===== config.mk =====
export PLATFORM = sky130hd
export DESIGN_NAME = pipeline_hazard_sequencer
export DESIGN_NICKNAME = d
export VERILOG_FILES = /design/src/rtl/pipeline_hazard_sequencer.sv
export SDC_FILE = /design/constraint.sdc
export NUM_CORES = 1
export LEC_CHECK = 0
export ABC_AREA = 1
export CAP_MARGIN = 40
export CELL_PAD_IN_SITES_DETAIL_PLACEMENT = 0
export CELL_PAD_IN_SITES_GLOBAL_PLACEMENT = 1
export CORE_ASPECT_RATIO = 0.75
export CORE_MARGIN = 10
export CORE_UTILIZATION = 33
export DETAILED_ROUTE_END_ITERATION = 7
export HOLD_SLACK_MARGIN = 0.06
export PLACE_DENSITY = 0.75
export SYNTH_ARGS = -nofsm -noshare
export SYNTH_HDL_FRONTEND = slang
export SYNTH_SLANG_ARGS = --single-unit

===== constraint.sdc =====
create_clock -name clk -period 4.4 [get_ports clk]
set_input_delay 1.32 -clock clk [delete_from_list [all_inputs] [get_ports clk]]
set_output_delay 1.32 -clock clk [all_outputs]
set_load 0.05 [all_outputs]

===== src/rtl/pipeline_hazard_sequencer.sv =====
// pipeline_hazard_sequencer
//   Hazard and sequencing controller for an NSTAGES-deep in-order pipeline.
//   Turns per-stage stall/flush requests into register enables and bubble
//   strobes, and runs an interrupt drain sequence (IDLE -> DRAIN -> FLUSH)
//   that stops fetch, lets older work retire, flushes, then acknowledges.
//
//   Parameters: NSTAGES (3..8), DRAIN_MAX (>= NSTAGES-1), CNT_W.
//   Ports:
//     clk, reset_n        clock, asynchronous active-low reset
//     stall_req[N]        stage j cannot advance this cycle
//     flush_req[N]        redirect resolved in stage i, younger work discarded
//     irq_req             level interrupt request
//     inflight_busy       outstanding long-latency op blocks the final flush
//     stage_en[N]         bit 0 PC enable, bit k register feeding stage k
//     stage_clr[N]        bubble load for register feeding stage k (bit 0 = 0)
//     irq_ack             one-cycle pulse: pipeline flushed, trap PC may load
//     drain_timeout       with irq_ack when the drain ended by timeout
//   Optional (macro PIPE_CTRL_PERF_EN):
//     perf_clr            synchronous counter clear
//     perf_stall_cnt / perf_flush_cnt / perf_irq_cnt   saturating counters
module pipeline_hazard_sequencer #(
  parameter int unsigned NSTAGES   = 5,
  parameter int unsigned DRAIN_MAX = 15,
  parameter int unsigned CNT_W     = 32
) (
  input  logic               clk,
  input  logic               reset_n,
  input  logic [NSTAGES-1:0] stall_req,
  input  logic [NSTAGES-1:0] flush_req,
  input  logic               irq_req,
  input  logic               inflight_busy,
  output logic [NSTAGES-1:0] stage_en,
  output logic [NSTAGES-1:0] stage_clr,
  output logic               irq_ack,
  output logic               drain_timeout
`ifdef PIPE_CTRL_PERF_EN
  ,
  input  logic               perf_clr,
  output logic [CNT_W-1:0]   perf_stall_cnt,
  output logic [CNT_W-1:0]   perf_flush_cnt,
  output logic [CNT_W-1:0]   perf_irq_cnt
`endif
);

  localparam int unsigned TW = $clog2(DRAIN_MAX + 1);
  localparam logic [TW-1:0] ADV_TGT = TW'(NSTAGES - 1);
  localparam logic [TW-1:0] TOT_MAX = TW'(DRAIN_MAX);

  if (NSTAGES < 3 || NSTAGES > 8 || DRAIN_MAX < NSTAGES - 1 || CNT_W < 1) begin : g_bad_param
    $error("pipeline_hazard_sequencer: illegal parameter combination");
  end

  typedef enum logic [1:0] {IDLE, DRAIN, FLUSH} state_e;

  state_e        state_q, state_d;
  logic [TW-1:0] adv_q, adv_d, adv_inc;
  logic [TW-1:0] tot_q, tot_d;
  logic          to_q, to_d;

  logic               stall_v, flush_v;
  logic [31:0]        js, fi;
  logic [NSTAGES-1:0] base_en, base_clr;

  // Stall/flush resolution. An older stall (js > fi) beats the flush entirely;
  // otherwise the flush re-enables every stage up to fi and bubbles 1..fi,
  // which also covers the bubble a younger stall would have inserted.
  always_comb begin
    stall_v  = 1'b0;
    flush_v  = 1'b0;
    js       = '0;
    fi       = '0;
    base_en  = '1;
    base_clr = '0;
    for (int unsigned k = 0; k < NSTAGES; k++) begin
      if (stall_req[k]) begin
        stall_v = 1'b1;
        js      = k;
      end
      if (flush_req[k]) begin
        flush_v = 1'b1;
        fi      = k;
      end
    end
    if (stall_v && !(flush_v && fi >= js)) begin
      for (int unsigned k = 0; k < NSTAGES; k++) begin
        if (k <= js) base_en[k] = 1'b0;
        if (k == js + 32'd1) base_clr[k] = 1'b1;
      end
    end else if (flush_v) begin
      for (int unsigned k = 1; k < NSTAGES; k++) begin
        if (k <= fi) base_clr[k] = 1'b1;
      end
    end
  end

  always_comb begin
    stage_en  = base_en;
    stage_clr = base_clr;
    case (state_q)
      DRAIN: begin
        stage_en[0]  = 1'b0;
        stage_clr[1] = 1'b1;
      end
      FLUSH: begin
        stage_en     = '1;
        stage_clr    = '1;
        stage_clr[0] = 1'b0;
      end
      default: ;
    endcase
  end

  // Exit test uses the post-increment advance count so the current cycle's
  // advance counts; the timeout compares the registered total.
  always_comb begin
    state_d = state_q;
    adv_d   = adv_q;
    tot_d   = tot_q;
    to_d    = to_q;
    adv_inc = (stall_req == '0 && adv_q != '1) ? adv_q + 1'b1 : adv_q;
    case (state_q)
      IDLE: begin
        if (irq_req) begin
          state_d = DRAIN;
          adv_d   = '0;
          tot_d   = '0;
          to_d    = 1'b0;
        end
      end
      DRAIN: begin
        adv_d = adv_inc;
        tot_d = (tot_q != '1) ? tot_q + 1'b1 : tot_q;
        if (adv_inc >= ADV_TGT && !inflight_busy) begin
          state_d = FLUSH;
        end else if (tot_q == TOT_MAX) begin
          state_d = FLUSH;
          to_d    = 1'b1;
        end
      end
      FLUSH:   state_d = IDLE;
      default: state_d = IDLE;
    endcase
  end

  always_ff @(posedge clk or negedge reset_n) begin
    if (!reset_n) begin
      state_q <= IDLE;
      adv_q   <= '0;
      tot_q   <= '0;
      to_q    <= 1'b0;
    end else begin
      state_q <= state_d;
      adv_q   <= adv_d;
      tot_q   <= tot_d;
      to_q    <= to_d;
    end
  end

  assign irq_ack       = (state_q == FLUSH);
  assign drain_timeout = (state_q == FLUSH) && to_q;

`ifdef PIPE_CTRL_PERF_EN
  always_ff @(posedge clk or negedge reset_n) begin
    if (!reset_n) begin
      perf_stall_cnt <= '0;
      perf_flush_cnt <= '0;
      perf_irq_cnt   <= '0;
    end else if (perf_clr) begin
      perf_stall_cnt <= '0;
      perf_flush_cnt <= '0;
      perf_irq_cnt   <= '0;
    end else begin
      if (|stall_req && perf_stall_cnt != '1) perf_stall_cnt <= perf_stall_cnt + 1'b1;
      if (|flush_req && perf_flush_cnt != '1) perf_flush_cnt <= perf_flush_cnt + 1'b1;
      if (irq_ack && perf_irq_cnt != '1)      perf_irq_cnt   <= perf_irq_cnt + 1'b1;
    end
  end
`endif

endmodule


==> results.md, run 1 <==
- Unrepaired setup endpoints after global routing: yes
- Synth top area share: roughly 27%
- Fin crit period: ~4.5 ns
- Mapped Nets: 170
- Avg Vias per Cell: approximately 4.7
- Cell taking the most area after synthesis: dfrtp_1
- Die X: around 84 um
- Num rows: 17
- Pin count of the biggest net entering global routing: 12
- Max-capacitance violation count: 0
- CP startpoint kind: primary input
- Vias in the first global route: around 1100
- Critical Path End Type: primary output
- Maximum clock rate: approximately 220 MHz
- Slew at the pin with the worst max-slew slack: roughly 0.51 ns
- Worst-Skew Late Latency: between 0.2 and 0.25 ns
- Most common library cell in the layout ignoring fill and taps: inv_1
- Sequential Area: 275 um^2
- Seq/Total Area, Yosys: roughly 27%
- Layout cells sized above 1: a little under two fifths
- Run status: finished, violations left
- P_leak: 0.000802 uW
- Synth top area cells: dfrtp_1 27%, ha_1 11%, inv_1 11%
- Num CTS Buffers: 3
- Util after Layout: a little under three fifths
- First-pass GRT wire length: around 5100 um
- Max-slew violations: 0
- Critical path type: in2out
- CTS tree: built
- Antenna violations before repair: 0
- Drt pass-1 iters: 4
- Final net count: approximately 220
- Synth-to-layout area growth: 64.1%
- Footprint of the multi-input gates: ~690 um^2
- Root Buffer: clkbuf_8
- Clock tree buffer depth: 2
- ANT cells: 0
- Final Cycle Share: 101%
- Synth Flop Type: dfrtp_1
- Ports: 26
- Slowest CP cell: nor4_4
- HP Class: reg2reg
- I/O Buffers: 25
- Library cells used by synthesis: 24
- DR iter-0 viols: about 40
- Failing checks: negative setup slack
- Setup ws final: -0.0571 ns
- Total power: 776 uW
- VDD IR max: 0.240 mV
- Avg Cell Area, Syn: between 6 and 7 um^2
- CTS Hold Bufs: 0
- CP Max Fanout: 5
- Register bit total from synthesis: 11
- Most used cell, CP: nand2_2
- Ys async rst share: between 90% and 100%
- Clock skew: ~0.0017 ns
- Die area: 0.00567 mm^2
- Starting Density: between 30 and 40%
- Die Ht: roughly 68 um
- Final setup violation count: 1
- Placed cells: 221
- Synthesized cell area: about 0.001 mm^2
- CP arrival: approximately 3.1 ns
- Pwr/cell area: between 400 and 500 mW/mm^2
- Worst path cell trace: buf_8 > inv_4 > a21oi_4 > or2_4 > ha_4 > inv_2 > nand2_2 > a21oi_2 > o21bai_1 > o21ai_2 > nand2_2 > buf_6 > nor4_4 > buf_12
- CP peak stage delay: 0.28 ns
- Commonest non-fill, non-tap cells in the layout: 25 x inv_1, 20 x nand2_1, 14 x buf_4, 11 x nand3_1, 11 x dfrtp_1
- Post-Layout Cell Count: around 230
- Gpl congestion: between 0.7 and 0.8
- Per-cell routed wire length: roughly 12 um
- Final Hold Vio Count: 0
- Critical Path RT: roughly 3 ns
- Wirelength, routed: between 2000 and 3000 um
- CTS Sinks: 11
- EDFF count, synth: 0
- Drc violations: 0
- Worst-path clk slew: 0.05 ns
- Yosys warning total: 0
- Tot GR Track Use: 10.8%
- Depth of the CTS H-tree: 1
- Core Region: 0.00294 mm^2
- # fillers: around 280
- Slew headroom: 66.1%
- Routed via count: about 1100
- Gate count of the mapped netlist: ~150
- Grt ovf: 0
- DRT antenna net count: 0
- Detailed Place HPWL: roughly 2300 um
## cells in the mapped netlist (2+ instances only)
cell type,instances
o21bai_1,3
ha_1,9
nor2_1,14
nor2_2,3
o21ai_0,8
nor2_4,2
nor3_1,2
inv_2,3
o21ai_1,4
inv_1,29
dfrtp_1,11
nand3_1,11
nand2_1,22
nand2_2,7
a21oi_1,10
## metrics by stage
step                      TNS (ns)  setup slack (ns)  instance area (um^2)  hold WS [ns]
final                      -0.0571           -0.0571                  1650         0.501
after global routing        -0.330            -0.132                  1650         0.522
after global placement       -3.00            -0.358                  1510         0.486
after floorplan             -0.164           -0.0856                  1030         0.462
after detailed placement     -3.18            -0.395                  1510         0.496
after CTS                        0          0.000636                  1610         0.507
## sequential cells by signal, summed over array words and instances (netlist names)
signal   flops
adv_q        4
state_q      2
to_q         1
tot_q        4
## per-layer routing
layer	vias up	share of wire (%)	GRT usage, %	wire length (um)
met5	-	0	0	0
met4	0	0.42	1.88	12
li1	568	-	-	-
met3	5	3.0	3.13	87
met1	494	51	14.5	1470
met2	14	45	17.0	1300
## area by class of cell
class | instances | area share, %
Clock buffer | 4 | 2.73
Timing Repair Buffer | 41 | 28.2
Sequential cell | 11 | 16.7
Multi-Input combinational cell | 105 | 42.0
Tap cell | 38 | 2.88
Inverter | 32 | 7.44
## report_power, final
group          internal, uW  leakage (uW)  switching (uW)
Combinational           228      0.000631             304
Sequential              126      0.000148            18.0
Clock                  63.5     0.0000228            36.4
## path summary, 6_finish.rpt
check | slack [ns] | cells after the start | end | start
max | -0.06 | 14 | stage_clr[0] | flush_req[2]
min | 0.50 | 2 | to_q | to_q
max reg2reg | 2.75 | 10 | tot_q[3] | state_q[0]
min reg2reg | 0.50 | 2 | to_q | to_q
max in group asynchronous | 2.64 | 1 | state_q[1] | reset_n
min in group asynchronous | 1.42 | 1 | adv_q[0] | reset_n
## critical path: cells and delay by family
family,cells,cell delay (ns)
and+or+nand+nor,4,0.70
buffers and inverters,5,0.51
AOI/OAI and AO/OA,4,0.36
adders and majority gates,1,0.23
## logic make-up after synthesis
group / count (synthesis) / share of synthesized area (%)
compound gates: 29 / 16.4
buf+inv: 32 / 12.0
fa+ha+maj: 9 / 11.2
flops: 11 / 27.4
simple gates: 65 / 32.1
xor+xnor: 1 / 0.872
## what timing repair did
| item | 4_1_cts | 5_1_grt |
|---|---|---|
| resized for setup | 32 | 18 |
| setup endpoints to repair | 10 | 10 |
| buffers inserted | 2 | 3 |
| pin swaps | 9 | 10 |
| cloned | 1 | 0 |
| hold endpoints to repair | 0 | 0 |
(Power assumes the default switching activity.)
==> run 2: changes to the inputs <==
SKIP_LAST_GASP = 1   (was not set)
==> run 2 against run 1 <==
The run still ends with negative setup slack left. Register-to-register slack barely moved. Count of clock-buffer cells in the layout did not move. Clock skew did not move. Die area did not move. First-iteration DRC count rose by 7.3%. Design area did not move. Global-route usage did not move. Setup slack did not move. Maximum frequency did not move. Combinational power barely moved. Highest routed layer unchanged.
==> results.md, run 2 (same netlist as run 1, synthesis figures left out) <==
- Critical Path End Type: primary output
- Worst-Skew Late Latency: around 0.24 ns
- Core Region: 0.00294 mm^2
- CP Max Fanout: 5
- CP peak stage delay: between 0.2 and 0.3 ns
- Worst-case reg-to-reg path depth: 10
- Drc violations: 0
- Most used cell, CP: nand2_2
- Run status: finished, violations left
- R2r startpoint: state_q[0]
- Per-cell routed wire length: about 12 um
- Wirelength, routed: around 2900 um
- HP Class: reg2reg
- Critical path type: in2out
- Commonest non-fill, non-tap cells in the layout: 25 x inv_1, 20 x nand2_1, 14 x buf_4, 11 x nand3_1, 11 x dfrtp_1
- DRT antenna net count: 0
- Worst path buffer plus inverter count: 5
- Starting Density: around a third
- Die Ht: ~68 um
- Pin count of the biggest net entering global routing: 12
- ANT cells: 0
- CTS Sinks: 11
- End point of the critical path: stage_clr[0]
- Final net count: 217
- Max-capacitance violation count: 0
- Layout cells sized above 1: 37.3%
- Synth-to-layout area growth: 64.1%
- Routed via count: roughly 1100
- CP Launch Point: flush_req[2]
- Tot GR Track Use: a little over a tenth
- Failing checks: negative setup slack
- Maximum clock rate: between 200 and 250 MHz
- Slew at the pin with the worst max-slew slack: approximately 0.51 ns
- Grt ovf: 0
- Post-layout instance area: 0.00165 mm^2
- Num rows: 17
- Worst hold margin: 0.501 ns
- Critical Path RT: 3.08 ns
- Pwr/cell area: ~470 mW/mm^2
- DR iter-0 viols: between 40 and 50
- Ports: 26
- Clock tree buffer depth: 2
- Root Buffer: clkbuf_8
- Setup ws final: -0.0571 ns
- CP startpoint kind: primary input
- Antenna violations before repair: 0
- CP arrival: about 3.1 ns
- Fin crit period: about 4.5 ns
- Detailed Place HPWL: ~2300 um
- Clock skew: roughly 0.0017 ns
- Family with the most delay on the worst path: simple AND/OR/NAND/NOR gates
- Setup_tns: -0.0571 ns
- VDD IR max: between 0.2 and 0.25 mV
- Slew headroom: 66.1%
- I/O Buffers: 25
- Critical path depth in cells: 14
- Die X: approximately 84 um
- # fillers: 282
- Unrepaired setup endpoints after global routing: yes
- Reg-to-reg endpoint: tot_q[3]
- Vias in the first global route: between 1000 and 1500
- Gpl congestion: around 0.79
- Worst-path clk slew: 0.05 ns
- Placed cell area: around 0.0015 mm^2
- CTS tree: built
- R2r setup slk: 2.75 ns
- Max-slew violations: 0
- Num CTS Buffers: 3
- Die area: between 0.005 and 0.006 mm^2
- Avg Vias per Cell: about 4.7
- P_leak: ~0.00080 uW
- Final Hold Vio Count: 0
- Biggest regs: adv_q (4), tot_q (4), state_q (2)
- Final setup violation count: 1
- Slowest CP cell: nor4_4
- Most common library cell in the layout ignoring fill and taps: inv_1
- Drt pass-1 iters: 4
- Depth of the CTS H-tree: 1
- CTS Hold Bufs: 0
- Worst path cell trace: buf_8 > inv_4 > a21oi_4 > or2_4 > ha_4 > inv_2 > nand2_2 > a21oi_2 > o21bai_1 > o21ai_2 > nand2_2 > buf_6 > nor4_4 > buf_12
- First-pass GRT wire length: 5080 um
- Final Cycle Share: 101%
[run 2: metrics by stage]
| step | utilization [%] | total power, uW | setup slack (ns) | instances |
|---|---|---|---|---|
| after floorplan | - | 439 | -0.0856 | 147 |
| after global placement | 51.6 | 644 | -0.358 | 221 |
| after detailed placement | 51.6 | 649 | -0.395 | 221 |
| after CTS | 54.8 | 774 | 0.000636 | 228 |
| after global routing | 56.2 | 837 | -0.132 | 231 |
| final | 56.2 | 776 | -0.0571 | 231 |
[run 2: worst min-delay path by stage]
stage	from	to	slack (ns)	cells after the start
floorplan	adv_q[0]	adv_q[0]	0.46	1
global placement	to_q	to_q	0.49	2
detailed placement	state_q[1]	state_q[1]	0.50	2
CTS	state_q[1]	state_q[1]	0.51	2
global route	adv_q[0]	adv_q[0]	0.52	1
finish	to_q	to_q	0.50	2
[run 2: where the power goes]
| part | switching (uW) | total (uW) | leakage, uW | internal [uW] |
|---|---|---|---|---|
| Clock | 36.4 | 99.8 | 0.0000228 | 63.5 |
| Combinational | 304 | 533 | 0.000631 | 228 |
| Sequential | 18.0 | 144 | 0.000148 | 126 |
| Total | 359 | 776 | 0.000802 | 417 |
[run 2: worst reg2reg max path, cell delays in order (launching register included)]
cell     delay (ns)
dfrtp_1        0.37
inv_1          0.07
ha_1           0.25
nand2_2        0.11
nand2_2        0.08
nand2_2        0.11
inv_2          0.06
nor2_2         0.14
inv_2          0.07
nor3_1         0.19
nor3b_2        0.07
[run 2: final cells by class]
class                   count  area (um^2)  share of cell area (%)
multi-input cells         105          693                    42.0
repair buffers             41          465                    28.2
flip-flops and latches     11          275                    16.7
inverters                  32          123                    7.44
well taps                  38         47.5                    2.88
clock buffers               4         45.0                    2.73
[run 2: layer usage]
layer  wire length [um]  global-route usage, %  part of all wire [%]
met3                 87                   3.13                   3.0
met2               1300                   17.0                    45
met1               1470                   14.5                    51
met5                  0                      0                     0
met4                 12                   1.88                  0.42
[run 2: what timing repair did]
item,4_1_cts,5_1_grt
pin swaps,9,10
gates resized for setup,32,18
endpoints found under the setup margin,10,10
cloned,1,0
setup buffers,2,3
endpoints found under the hold margin,0,0
